`config.mk`:
```
export PLATFORM = sky130hd
export DESIGN_NAME = sample_pacer
export DESIGN_NICKNAME = d
export VERILOG_FILES = /design/src/rtl/sample_pacer.sv
export SDC_FILE = /design/constraint.sdc
export NUM_CORES = 1
export LEC_CHECK = 0
export CAP_MARGIN = 20
export CORE_MARGIN = 2
export CORE_UTILIZATION = 50
export DETAILED_ROUTE_END_ITERATION = 7
export GPL_ROUTABILITY_DRIVEN = 1
export GPL_TIMING_DRIVEN = 0
export PLACE_DENSITY_LB_ADDON = 0.05
export SYNTH_ARGS = -nofsm -noshare
export SYNTH_HDL_FRONTEND = slang
export SYNTH_SLANG_ARGS = --single-unit
```
`constraint.sdc`:
```
create_clock -name clk_i -period 2.85 [get_ports clk_i]
set_input_delay 0.855 -clock clk_i [delete_from_list [all_inputs] [get_ports clk_i]]
set_output_delay 0.855 -clock clk_i [all_outputs]
set_load 0.03 [all_outputs]
```
`src/rtl/sample_pacer.sv`:
```
// Sample pacer: buffers upstream samples in a small FIFO and releases
// them as a one-cycle strobe every CLK_PER_SAMPLE clocks once prefilled.
module sample_pacer #(
    parameter int DATA_WIDTH     = 16,
    parameter int CLK_PER_SAMPLE = 4,
    parameter int FIFO_DEPTH     = 8,
    parameter int PREFILL        = 2
) (
    input  logic                             clk_i,
    input  logic                             rst_i,
    input  logic [DATA_WIDTH-1:0]            data_i,
    input  logic                             valid_i,
    output logic                             ready_o,
    output logic [DATA_WIDTH-1:0]            data_o,
    output logic                             sample_valid_o,
    output logic                             underrun_o,
    output logic [$clog2(FIFO_DEPTH+1)-1:0]  level_o
);

    localparam int LW = $clog2(FIFO_DEPTH + 1);
    localparam int AW = $clog2(FIFO_DEPTH);
    localparam int CW = (CLK_PER_SAMPLE > 1) ? $clog2(CLK_PER_SAMPLE) : 1;

    typedef enum logic {
        IDLE = 1'b0,
        RUN  = 1'b1
    } state_t;

    state_t                state_q, state_d;
    logic [CW-1:0]         cnt_q, cnt_d;
    logic [LW-1:0]         level_q, level_d;
    logic [AW-1:0]         wr_q, wr_d;
    logic [AW-1:0]         rd_q, rd_d;
    logic                  ready_q, ready_d;
    logic [DATA_WIDTH-1:0] data_q, data_d;
    logic                  sv_q, sv_d;
    logic                  und_q, und_d;
    logic                  push;
    logic                  slot;
    logic                  pop;

    logic [DATA_WIDTH-1:0] mem_q [FIFO_DEPTH];

    always_comb begin
        push    = valid_i && ready_q;
        slot    = (state_q == RUN) && (cnt_q == '0);
        pop     = slot && (level_q != '0);
        level_d = level_q + LW'(push) - LW'(pop);
        ready_d = level_d < LW'(FIFO_DEPTH);
        wr_d    = push ? wr_q + AW'(1) : wr_q;
        rd_d    = pop ? rd_q + AW'(1) : rd_q;
        state_d = state_q;
        cnt_d   = '0;
        data_d  = data_q;
        sv_d    = 1'b0;
        und_d   = 1'b0;
        unique case (state_q)
            IDLE: begin
                if (level_q >= LW'(PREFILL)) begin
                    state_d = RUN;
                end
            end
            RUN: begin
                if (slot && !pop) begin
                    und_d   = 1'b1;
                    state_d = IDLE;
                end else if (cnt_q == CW'(CLK_PER_SAMPLE - 1)) begin
                    cnt_d = '0;
                end else begin
                    cnt_d = cnt_q + CW'(1);
                end
                // Output comes from storage only, so a same-cycle push never falls through.
                if (pop) begin
                    data_d = mem_q[rd_q];
                    sv_d   = 1'b1;
                end
            end
            default: state_d = IDLE;
        endcase
    end

    always_ff @(posedge clk_i) begin
        if (push) begin
            mem_q[wr_q] <= data_i;
        end
    end

    always_ff @(posedge clk_i or posedge rst_i) begin
        if (rst_i) begin
            state_q <= IDLE;
            cnt_q   <= '0;
            level_q <= '0;
            wr_q    <= '0;
            rd_q    <= '0;
            ready_q <= 1'b0;
            data_q  <= '0;
            sv_q    <= 1'b0;
            und_q   <= 1'b0;
        end else begin
            state_q <= state_d;
            cnt_q   <= cnt_d;
            level_q <= level_d;
            wr_q    <= wr_d;
            rd_q    <= rd_d;
            ready_q <= ready_d;
            data_q  <= data_d;
            sv_q    <= sv_d;
            und_q   <= und_d;
        end
    end

    assign ready_o        = ready_q;
    assign data_o         = data_q;
    assign sample_valid_o = sv_q;
    assign underrun_o     = und_q;
    assign level_o        = level_q;

endmodule

```
* Word-level counts from Yosys, hierarchy flattened
Memories as Yosys holds them, arrays and structs flattened. A register that Yosys moved wholly into a read port is not among the register bits.
Index checks and enable logic that the tools add are counted.
Widths: inputs -> output; s select.
** Storage, ports and cells
- Register bits after elaboration :: 16
- Bits in writable memories :: 128
- Bits of input ports :: 19
- Output and inout bits :: 23
- Word-level logic and storage cells :: 38
- Memories :: 1
** Operators by class
- Add/subtract/negate cells :: 5
- Magnitude comparators :: 2
- Eq/ne operators :: 1
- Muxes and demuxes :: 12
- Bitwise gates (word level) :: 1
- Reduce and logical (&&, ||, !) cells :: 8
** Memories
- mem_q :: words 8, bits a word 16, rd ports 1, clocked after Yosys merged registers in 1, wr ports 1, line 42 : logic [DATA_WIDTH-1:0] mem_q [FIFO_DEPTH];
** Operators by type and width (count)
- $mux 1 :: 8
- $add 3x1->3 const B :: 2
- $mux 2 :: 3
- $add 4x1->4 :: 1
- $ge 4x2->1 const B :: 1
- $logic_and 1x1->1 :: 4
- $lt 4x4->1 const B :: 1
- $reduce_bool 4->1 :: 1
- $sub 4x1->4 :: 1
- $add 2x1->2 const B :: 1
- $eq 2x2->1 const B :: 1
- $logic_not 2->1 :: 1
- $pmux 1 s2 :: 1
- $reduce_and 2->1 :: 1
- $logic_not 1->1 :: 1
- $not 1->1 :: 1

* Logic depth before layout (Yosys ltp)
- Depth in word-level cells :: 7
- Mapped depth :: 13
- Mapped depth without buffers :: 11

* Worst setup path before layout
Ideal clock, no wire load.
- Kind :: input to register
- Start :: in valid_i
- End :: mem mem_q[0][0] (enable)
- Library setup time :: 409 ps
- Arrival :: 2419 ps
- Data required time :: 2441 ps
- Slack :: 21 ps
- Cell stages on the path :: 3
- Buffers on the path :: 0
- Cell sequence :: nand2_1 > or2_2 > nor3_1
** On the way
- Longest elaborated chain between the ends :: 3
** RTL lines
- start: declaration :: line 12 : input logic valid_i,
- $logic_and 1x1->1 :: line 45 : push = valid_i && ready_q;
- $mux 1 :: line 83 : if (push) begin
- $mux 1 (implied by the code) :: line 84 : mem_q[wr_q] <= data_i;
- end: declaration :: line 42
Every way passes these cells.

* Worst setup path in the final report
- Start :: reg level_q[2] (netlist: level_o[2])
- End :: reg level_q[2] (netlist: level_o[2])
** On the way
- Longest elaborated chain between the ends :: 3
- Elaborated cells on any way between the ends :: 4
- Classes of those cells :: 2 x add/sub; 2 x reduce/logical
** RTL lines
- start: declaration :: line 31 : logic [LW-1:0] level_q, level_d;
- start signal: assignment :: line 102 : level_q <= level_d;
- $reduce_bool 4->1 :: line 47 : pop = slot && (level_q != '0);
- $logic_and 1x1->1 :: line 47
- net pop :: line 40 : logic pop;
- $sub 4x1->4 :: line 48 : level_d = level_q + LW'(push) - LW'(pop);
- net level_d[2] :: line 31
The timed path passes the listed nets, and every way through them passes these cells.
A chain may end at the register's enable or synchronous reset.

==> impl_metrics.tcl <==
set metrics [dict create \
    slowest_stage "fa_1" \
    fin_crit_sh_pct 91.77 \
    grt_overflow_total 0 \
    numPortBuffers 41 \
    arrival_ps 2930 \
    tightest_slew_ps 778.8 \
    gr-usage-met2_pct 32.79 \
    slowest_delay_ps 390 \
    fin_util_pct 61.69 \
    htree_levels 4 \
    ff2ff_path_depth 13 \
    die_w_um 116.4 \
    setup_viol_count_final 0 \
    ys_seq_area_share_pct 73.48 \
    grtUsageTotal_pct 21.65 \
    r2r_end "level_o[2]" \
    holdPathStages 1 \
    syn_inst 367 \
    peakVddDrop_mv 0.4469 \
    drv_cap 0 \
    yosysMostFrequentCell "edfxtp_1" \
    post-dp-hpwl_um 8513 \
    endpoint_kind "flip-flop" \
    numCtsBuffers 17 \
    setup_tns_ps 0 \
    place_inst 590 \
    drt.antenna.violating_nets 0 \
    grt_pass1_vias 3513 \
    dieArea_mm2 0.01356 \
    grt_first_pass_wirelength_um 20480 \
    relSlewSlack_pct 48.01 \
    synth_flop_cell "edfxtp_1" \
    crit_chain "inv_1, ha_1, nor3b_4, or2_1, buf_6, buf_6, inv_1, ha_1, inv_1, ha_1, inv_1, fa_1, xnor2_1" \
    yosysTopAreaCellShare_pct 60.81 \
    fp.dieH_um 116.4 \
    status "complete, no violations" \
    synth_top_cells_by_count "edfxtp_1 (128), mux2_2 (33), dfrtp_1 (32), mux2i_1 (32)" \
    area_delta_synth_final_pct 21.65 \
    drtIter0Drc 181 \
    cp_common_cell "inv_1" \
    drive_above_1_share_pct 21.73 \
    grt.busiest_layer "met2" \
    timing.fmax_mhz 382.4 \
    start_kind "flip-flop" \
    p_per_area_mw_per_mm2 1085 \
    synth_edf_count 128 \
    antenna_found_initial 0 \
    hold_start "cnt_q[0]" \
    fin_hold_ws_ps 468.8 \
    use_met1_pct 30.79 \
    slew_viol_final 0 \
    start_util_pct 50.71 \
    n_antenna_cell 0 \
    worstSkewPairLatency_ps 430 \
    cts_tree "done" \
    design.core.area_mm2 0.01247 \
    path_class "flip-flop to flip-flop" \
    hold_end "cnt_q[0]" \
    cts_num_sinks 160 \
    root_buffer "clkbuf_16" \
    vias 3443 \
    hold_viol_final 0 \
    wl_per_cell_um 21.44 \
    ys_warn_count 0 \
    dr.pass1.iters 5 \
    async_flop_share_pct 20.00 \
    synth_seq_cells 160 \
    layout.nets 467 \
    total_power_mw 8.346 \
    syn_area_mm2 0.006321 \
    synth_area_leader_cell "edfxtp_1" \
    synthTopCellsByArea "edfxtp_1 (61%), dfrtp_1 (13%), mux2_2 (5.9%), mux2i_1 (5.1%), a22o_1 (2.2%)" \
    via_per_inst 5.526 \
    fin_skew_ps 10.02 \
    drc 0 \
    regToRegStartpoint "level_o[2]" \
    layout.cells.non_filler 623 \
    io_pins 42 \
    grt_max_degree 33 \
    hp-class "flip-flop to flip-flop" \
    r2r_slack_ps 230 \
    routed_wl_um 13360 \
    cellLeakagePower_nw 2.794 \
    syn_nets 396 \
    required_ps 3170 \
    cts_buffer_depth 2 \
    placementRows 41 \
    clk_pin_slew_ps 60 \
    crit_fanout 10 \
    fillers 939 \
    use_met3_pct 5.034 \
    rsz0062_at_grt "false" \
    cts_repair_resize_count 0 \
    syn-mean-instance-area_um2 17.22 \
    globalplace.congestion 0.6992 \
    min_period_ps 2615 \
    ys_types 38 \
]
==> report_power, final <==
group | internal [mW] | leakage (nW) | total (mW) | switching [mW]
combinational | 1.33 | 0.996 | 3.08 | 1.75
clock | 1.23 | 0.258 | 2.11 | 0.872
sequential | 2.95 | 1.54 | 3.16 | 0.207
total | 5.52 | 2.79 | 8.35 | 2.82
==> stage by stage <==
step / area [µm²] / setup slack [ps]
6_report: 7690 / 234.6
2_1_floorplan: 6321 / 21.29
4_1_cts: 7690 / 199.7
3_5_place_dp: 7132 / -133.5
5_1_grt: 7690 / 43.49
3_3_place_gp: 6947 / -1651
==> how the worst max path moves through the flow <==
stage          startpoint           end  depth (start not counted)
3_5_place_dp   level_o[2]    level_o[2]                         13
3_3_place_gp      valid_i  mem_q[0][12]                          4
2_1_floorplan     valid_i   mem_q[0][0]                          3
6_report       level_o[2]    level_o[2]                         13
4_1_cts        level_o[2]    level_o[2]                         13
5_1_grt        level_o[2]    level_o[2]                         13
==> cell families (layout without fill, tap and decap cells) <==
group	Yosys count	count (layout)	share of synthesized area, %
AO/OA/AOI/OAI	67	67	7.344
XOR/XNOR	6	6	0.8313
adder cells (fa/ha/maj)	10	10	2.098
buffers and inverters	30	114	2.632
flip-flops	160	160	73.48
multiplexers	66	66	11.18
AND/OR/NAND/NOR	28	28	2.435
==> per-layer routing <==
layer	wire length [µm]	part of all wire (%)
met5	0	0
met4	216	1.6
met3	663	5.0
met2	6249	47
met1	6226	47
==> what timing repair did <==
| item | CTS | global route |
|---|---|---|
| buffers inserted | 1 | 0 |
| hold buffers | 0 | 0 |
| setup endpoints to repair | 4 | 0 |
==> critical path: cells and delay by family, from the launching register on <==
family	cells	cell delay [ps]
buffers and inverters	6	610
XOR/XNOR	1	140
flip-flops	1	380
AND/OR/NAND/NOR	2	390
adder cells (fa/ha/maj)	4	990
==> sequential cells by signal, indices dropped and copies added (netlist names) <==
signal	cells
mem_q	128
rd_q	3
level_o	4
data_o	16
sample_valid_o	1
underrun_o	1
ready_o	1
cnt_q	2
state_q	1
wr_q	3
==> layout make-up <==
type                       instances  area, µm²  area share, %
multi-input combinational        177       1535          19.96
inverter                          13      48.80         0.6346
buffer                            17      117.6          1.529
clock buffer                      21      460.4          5.988
clock inverter                    11      90.09          1.171
timing repair buffer              52      578.1          7.517
tap                              172      215.2          2.799
sequential                       160       4644          60.40
==> placed cells by master (no fill, tap or decap), types with 2 or more instances in the layout <==
master           count
o22ai_1             16
clkbuf_1             7
nor3_2               2
a22o_1              16
buf_6                9
clkinvlp_4           4
xnor2_1              4
buf_8                4
mux2i_1             32
nand3_1              2
nor2_2               6
buf_2                3
mux2_2              33
ha_1                 9
clkbuf_8             2
buf_4                4
o31ai_1             15
inv_1               11
buf_16               2
nand2_1              5
clkinv_2             2
inv_2                2
edfxtp_1           128
clkinv_1             3
clkbuf_16           17
dfrtp_1             32
xor2_1               2
o21ai_0             16
clkdlybuf4s50_1     41
nand2b_1             3
No activity file was read; power rests on OpenSTA's default activity.
